===== src/rtl/la_strapctrl_pkg.sv =====
// Shared types and width helpers for the strap configuration controller.
package la_strapctrl_pkg;

  typedef enum logic [1:0] {
    ST_SETTLE  = 2'd0,
    ST_CAPTURE = 2'd1,
    ST_CHECK   = 2'd2,
    ST_RUN     = 2'd3
  } state_e;

  function automatic int settle_cnt_w(input int settle);
    return $clog2(settle + 1);
  endfunction

  function automatic int retry_cnt_w(input int retry);
    return $clog2(retry + 1);
  endfunction

endpackage


===== src/rtl/la_strapctrl_settle.sv =====
// Settle-wait counter: counts up while enabled, holds at SETTLE-1 and flags done.
module la_strapctrl_settle
  import la_strapctrl_pkg::*;
#(
  parameter int SETTLE = 4
) (
  input  logic i_clk,
  input  logic i_rst,
  input  logic i_clear,
  input  logic i_en,
  output logic o_done
);

  localparam int CW = settle_cnt_w(SETTLE);
  localparam logic [CW-1:0] LAST = CW'(SETTLE - 1);

  logic [CW-1:0] r_count;

  always_ff @(posedge i_clk) begin
    if (i_rst || i_clear) begin
      r_count <= '0;
    end else if (i_en && !o_done) begin
      r_count <= r_count + CW'(1);
    end
  end

  assign o_done = (r_count == LAST);

endmodule


===== src/rtl/la_strapctrl.sv =====
// Strap configuration controller: settle, double-sample, publish, then allow
// software overrides until a sticky lock is set.
//
// state   | meaning
// SETTLE  | waiting for straps to settle before a sample attempt
// CAPTURE | first sample taken into the shadow register
// CHECK   | second sample compared against the shadow
// RUN     | configuration published; overrides/lock handled
module la_strapctrl
  import la_strapctrl_pkg::*;
#(
  parameter int    N      = 8,
  parameter int    SETTLE = 4,
  parameter int    RETRY  = 3,
  parameter string PROP   = "DEFAULT"
) (
  input  logic         i_clk,
  input  logic         i_rst,
  input  logic [N-1:0] i_strap_in,
  input  logic         i_cfg_wen,
  input  logic [N-1:0] i_cfg_wdata,
  input  logic         i_cfg_lock,
  output logic [N-1:0] o_cfg_out,
  output logic         o_valid,
  output logic         o_cfg_wack,
  output logic         o_locked,
  output logic         o_strap_err
);

  localparam int RW = retry_cnt_w(RETRY);
  localparam logic [RW-1:0] RETRY_LAST = RW'(RETRY - 1);

  state_e       r_state, w_state_nxt;
  logic [N-1:0] r_shadow;
  logic [RW-1:0] r_retry;
  logic         w_settle_done;
  logic         w_match;
  logic         w_last_try;
  logic         w_wr_ok;
  logic [N-1:0] w_cfg_nxt;
  logic         w_valid_nxt, w_wack_nxt, w_locked_nxt, w_err_nxt;

  assign w_match    = (i_strap_in == r_shadow);
  assign w_last_try = (r_retry == RETRY_LAST);
  assign w_wr_ok    = (r_state == ST_RUN) && i_cfg_wen && !o_locked;

  la_strapctrl_settle #(.SETTLE(SETTLE)) u_settle (
    .i_clk   (i_clk),
    .i_rst   (i_rst),
    .i_clear ((r_state == ST_SETTLE) && w_settle_done),
    .i_en    (r_state == ST_SETTLE),
    .o_done  (w_settle_done)
  );

  always_ff @(posedge i_clk) begin
    if (i_rst) r_state <= ST_SETTLE;
    else       r_state <= w_state_nxt;
  end

  always_comb begin
    w_state_nxt = r_state;
    case (r_state)
      ST_SETTLE:  if (w_settle_done) w_state_nxt = ST_CAPTURE;
      ST_CAPTURE: w_state_nxt = ST_CHECK;
      ST_CHECK:   w_state_nxt = (w_match || w_last_try) ? ST_RUN : ST_SETTLE;
      default:    w_state_nxt = ST_RUN;
    endcase
  end

  always_comb begin
    w_cfg_nxt    = o_cfg_out;
    w_valid_nxt  = o_valid;
    w_wack_nxt   = 1'b0;
    w_locked_nxt = o_locked;
    w_err_nxt    = o_strap_err;
    case (r_state)
      ST_CHECK: begin
        if (w_match) begin
          w_cfg_nxt   = r_shadow;
          w_valid_nxt = 1'b1;
        end else if (w_last_try) begin
          w_cfg_nxt   = i_strap_in;
          w_valid_nxt = 1'b1;
          w_err_nxt   = 1'b1;
        end
      end
      ST_RUN: begin
        // A write in the same cycle as lock still lands; lock gates the next one.
        if (w_wr_ok) begin
          w_cfg_nxt  = i_cfg_wdata;
          w_wack_nxt = 1'b1;
        end
        if (i_cfg_lock) w_locked_nxt = 1'b1;
      end
      default: ;
    endcase
  end

  always_ff @(posedge i_clk) begin
    if (i_rst) begin
      r_shadow    <= '0;
      r_retry     <= '0;
      o_cfg_out   <= '0;
      o_valid     <= 1'b0;
      o_cfg_wack  <= 1'b0;
      o_locked    <= 1'b0;
      o_strap_err <= 1'b0;
    end else begin
      if (r_state == ST_CAPTURE) r_shadow <= i_strap_in;
      if (r_state == ST_CHECK) begin
        if (w_match || w_last_try) r_retry <= '0;
        else                       r_retry <= r_retry + RW'(1);
      end
      o_cfg_out   <= w_cfg_nxt;
      o_valid     <= w_valid_nxt;
      o_cfg_wack  <= w_wack_nxt;
      o_locked    <= w_locked_nxt;
      o_strap_err <= w_err_nxt;
    end
  end

endmodule


===== config.mk =====
export PLATFORM = sky130hd
export DESIGN_NAME = la_strapctrl
export DESIGN_NICKNAME = d
export VERILOG_FILES = /design/src/rtl/la_strapctrl_pkg.sv /design/src/rtl/la_strapctrl_settle.sv /design/src/rtl/la_strapctrl.sv
export SDC_FILE = /design/constraint.sdc
export NUM_CORES = 1
export LEC_CHECK = 0
export CAP_MARGIN = 15
export CORE_MARGIN = 1.5
export CORE_UTILIZATION = 40
export CTS_BUF_LIST = sky130_fd_sc_hd__clkbuf_4 sky130_fd_sc_hd__clkbuf_8 sky130_fd_sc_hd__clkbuf_16
export DETAILED_ROUTE_END_ITERATION = 8
export DONT_BUFFER_PORTS = 1
export GPL_ROUTABILITY_DRIVEN = 0
export GPL_TIMING_DRIVEN = 0
export SYNTH_ARGS = -nofsm -noshare
export SYNTH_HDL_FRONTEND = slang
export SYNTH_SLANG_ARGS = --single-unit

===== constraint.sdc =====
create_clock -name i_clk -period 2 [get_ports i_clk]
set_input_delay 0.6 -clock i_clk [delete_from_list [all_inputs] [get_ports i_clk]]
set_output_delay 0.6 -clock i_clk [all_outputs]
set_load 0.01 [all_outputs]

==> metrics list, run 1 <==
* TritonCTS clock tree: done
- Mean instance size in the synthesized netlist: 9.63 µm²
- Fin crit share: 87.7%
* Buffer cell driving the clock tree root: sky130_fd_sc_hd__clkbuf_4
- The die is 60.2 µm tall.
- Length of routed met3 wiring: 140 µm
- In this run, synthesis produced a sequential element count of 27.
- Clock latency on the worst-skew pair, taken at its later pin, is 0.31 ns.
* Sequential-to-total area share from yosys stat: 41.3%
* Initial Utilization: 42.6%
* TritonCTS Buffers: 3
- CTS built an H-tree with a depth of 1.
- Final Net Count: 164
* Final setup viols: 0
* Core Box Area: 0.00308 mm²
- Setup repair after global routing left no endpoint under its margin.
- Detailed routing inserted a total of 1025 vias.
- The critical path goes through clkbuf_1 -> o21ai_1 -> a22oi_1 -> nor2_1 -> a221o_1.
- Area share of the leading cell type in the synthesized netlist: 41.3%
- Non-Filler Instances: 184
* Core utilization of the finished layout: 45.4%
* Top library cells by usage in the layout, fill and taps aside: sky130_fd_sc_hd__dfxtp_1 (27), sky130_fd_sc_hd__nor2_1 (20)
* Clock tree sinks: 27
- The max-slew violation count came to 0.
* Number of placement rows: 20
- Along the worst path, the maximum fanout reaches 10.
- Most frequent standard cell in the layout excluding fill and tap cells: sky130_fd_sc_hd__dfxtp_1
- Via density per instance: 5.57
- The number of endpoints with negative hold slack in the final report is 0.
* Initial drt markers: 61
- Maximum resistive drop on vdd: 277 µV
- The die is 60.2 µm wide.
- Count of nets left with antenna violations after detail routing: 0
- Area of all placed cells without fillers: 0.00140 mm²
* Critical path data arrival time: 1.98 ns
* Pwr/cell area: 754 mW/mm²
* Stage delay of the slowest cell on the critical path: 0.43 ns
* Post-route DRC violation count: 0
- Count of hold buffers inserted by post-cts repair: 0
* Total placed cells including tap cells: 180
* Netlist cell types: 30
- The synthesized netlist occupies a cell area of 0.00131 mm².
- Overall track demand over capacity in global routing: 17.2%
- The via count of the first global-routing pass was 1024.
- Count of input and output buffers: 0
* Top routing layer used: met4
* Maximum frequency from static timing analysis: 570 MHz
* Count of warnings emitted by yosys: 0
- After detailed routing, the met2 layer carries 1390 µm of wire.
- The routed design has 2880 µm of wire.
- Counting every net in the synthesized netlist gives 159.
* Outcome: finished, final reports clean
- Area grow syn2layout: 6.78%
- STA puts the critical path data required time at 2.22 ns.
- Die area: 0.00363 mm²
- Power after layout: 1.06 mW
* Final HPWL DP: 2180 µm
- Clock edge transition at the registers on the reported setup and hold paths: 0.15 ns
- The number of antenna violations at the first check in global routing is 0.
- Post-route setup slack: 0.246 ns
- In this run the static leakage power is 0.584 nW.
- Yosys top cell by area: sky130_fd_sc_hd__dfxtp_1
- In this run the cell area measured after placement is 0.00137 mm².
- The first global-routing pass estimated 4720 µm of wire.
- The clock arrives with 0.00266 ns of skew.
- At the placement stage, the worst setup path has a slack of -0.194 ns.
- For this block, wires on met1 add up to 1310 µm.
* Category of the worst setup path capture point: flip-flop
- Slew at the pin closest to its max-slew limit: 0.638 ns
- 32 I/O pins were placed.
* Largest cells by area after synthesis: sky130_fd_sc_hd__dfxtp_1 (41%), sky130_fd_sc_hd__mux2_2 (6.9%), sky130_fd_sc_hd__a221o_1 (6.1%)
- Number of violations of the max-capacitance limit: 0
- Final hold analysis gives a worst-case slack of 0.409 ns.
* Sum of negative setup slack: 0 ns
* Gr ovfl total: 0
- The first detailed-routing pass ran for 4 iterations.
- For this design, the slowest cell found on the critical path is sky130_fd_sc_hd__dfxtp_1.
- Of the cells placed in the final design, the portion with a size suffix greater than 1 is 16.4%.
- 0 antenna diodes ended up in the layout.
* Relative max-transition margin: 57.2%
* Largest net degree at the start of global routing: 16
- Avg WL per Cell: 15.6 µm
- Tmin final: 1.75 ns
- Cells after Synth: 136
- Type of the setup path with the least slack: flip-flop to flip-flop
* Classification of the worst-slack hold path: primary input to flip-flop
* Category of the worst setup path launch point: flip-flop
* Worst-case clock buffer depth: 2
-- Yosys cell counts (all sizes together) --
library cell and instances:
a221o 8, or4b 1, xor2 8, and4b 1, a31oi 2, nor4 2
mux2 8, inv 3, or4 2, dfxtp 27, nor2b 3, nand2b 1
a21oi 8, nand2 6, buf 3, o21ai 4, a21o 2, nor3 3
clkbuf 3, ha 3, mux2i 8, a22oi 8, or3 2, nor2 20
-- state kept, by name, indices dropped and copies added, names as in the netlist --
| register | flops |
|---|---|
| o_valid | 1 |
| r_retry | 2 |
| r_state | 2 |
| r_shadow | 8 |
| u_settle.r_count | 3 |
| o_cfg_out | 8 |
| o_cfg_wack | 1 |
| o_strap_err | 1 |
| o_locked | 1 |
-- worst max-delay path, delay by kind of cell (launching register included) --
family	cells	cell delay, ns
flip-flops	1	0.43
AND/OR/NAND/NOR	1	0.06
AO/OA/AOI/OAI	3	0.85
buffers and inverters	1	0.32
-- timing repair --
item                       in CTS  in global routing
resized for setup               0                  1
setup endpoints to repair       0                  8
setup buffers                   0                  0
-- power by group --
group	switching [mW]	leakage (nW)	internal [mW]	total, mW
combinational	0.0911	0.348	0.0991	0.190
clock	0.159	0.0177	0.0748	0.234
sequential	0.0434	0.218	0.588	0.631
-- worst paths after layout --
path                                               from                         to  slack [ns]  depth (start not counted)
worst max-delay path            r_state[1]$_SDFFE_PP0N_  o_cfg_out[2]$_SDFFE_PP0P_        0.25                          5
worst min-delay path                      i_strap_in[0]  o_cfg_out[0]$_SDFFE_PP0P_        0.41                          1
worst max register to register  r_state[1]$_SDFFE_PP0N_  o_cfg_out[2]$_SDFFE_PP0P_        0.25                          5
worst min register to register  r_retry[1]$_SDFFE_PP0N_    r_retry[1]$_SDFFE_PP0N_        0.47                          2
-- routing by layer --
| metal | track usage [%] | vias to the layer above |
|---|---|---|
| met5 | 0 | - |
| met4 | 6.03 | 0 |
| met3 | 4.76 | 4 |
| met2 | 27.0 | 20 |
| met1 | 22.4 | 495 |
| li1 | - | 506 |
-- cell type report --
class,instances,area [µm²]
fill,302,1680
multi-input combinational,100,732
sequential,27,541
tap,44,55.1
buffer,6,32.5
clock buffer,3,22.5
inverter,3,11.3
clock inverter,1,5.00
-- cell families (layout without fill, tap and decap cells) --
kind of cell	after synthesis	count (layout)	synth area share, %
AND/OR/NAND/NOR	41	41	16.7
adder cells (fa/ha/maj)	3	3	2.87
XOR/XNOR	8	8	5.35
multiplexers	16	16	13.0
buffers and inverters	9	13	3.34
AO/OA/AOI/OAI	32	32	17.5
flip-flops	27	27	41.3
Power figures use the tool's default switching activity.
==> inputs of run 2 (changes only) <==
--- a/config.mk
+++ b/config.mk
@@ -9,10 +9,12 @@
 export CORE_MARGIN = 1.5
 export CORE_UTILIZATION = 40
 export CTS_BUF_LIST = sky130_fd_sc_hd__clkbuf_4 sky130_fd_sc_hd__clkbuf_8 sky130_fd_sc_hd__clkbuf_16
+export CTS_CLUSTER_DIAMETER = 50
 export DETAILED_ROUTE_END_ITERATION = 8
 export DONT_BUFFER_PORTS = 1
 export GPL_ROUTABILITY_DRIVEN = 0
 export GPL_TIMING_DRIVEN = 0
+export HOLD_SLACK_MARGIN = 0.03
 export SYNTH_ARGS = -nofsm -noshare
 export SYNTH_HDL_FRONTEND = slang
 export SYNTH_SLANG_ARGS = --single-unit
==> results of run 2 <==
Final layout, timing and power as in run 1 (identical DEF).
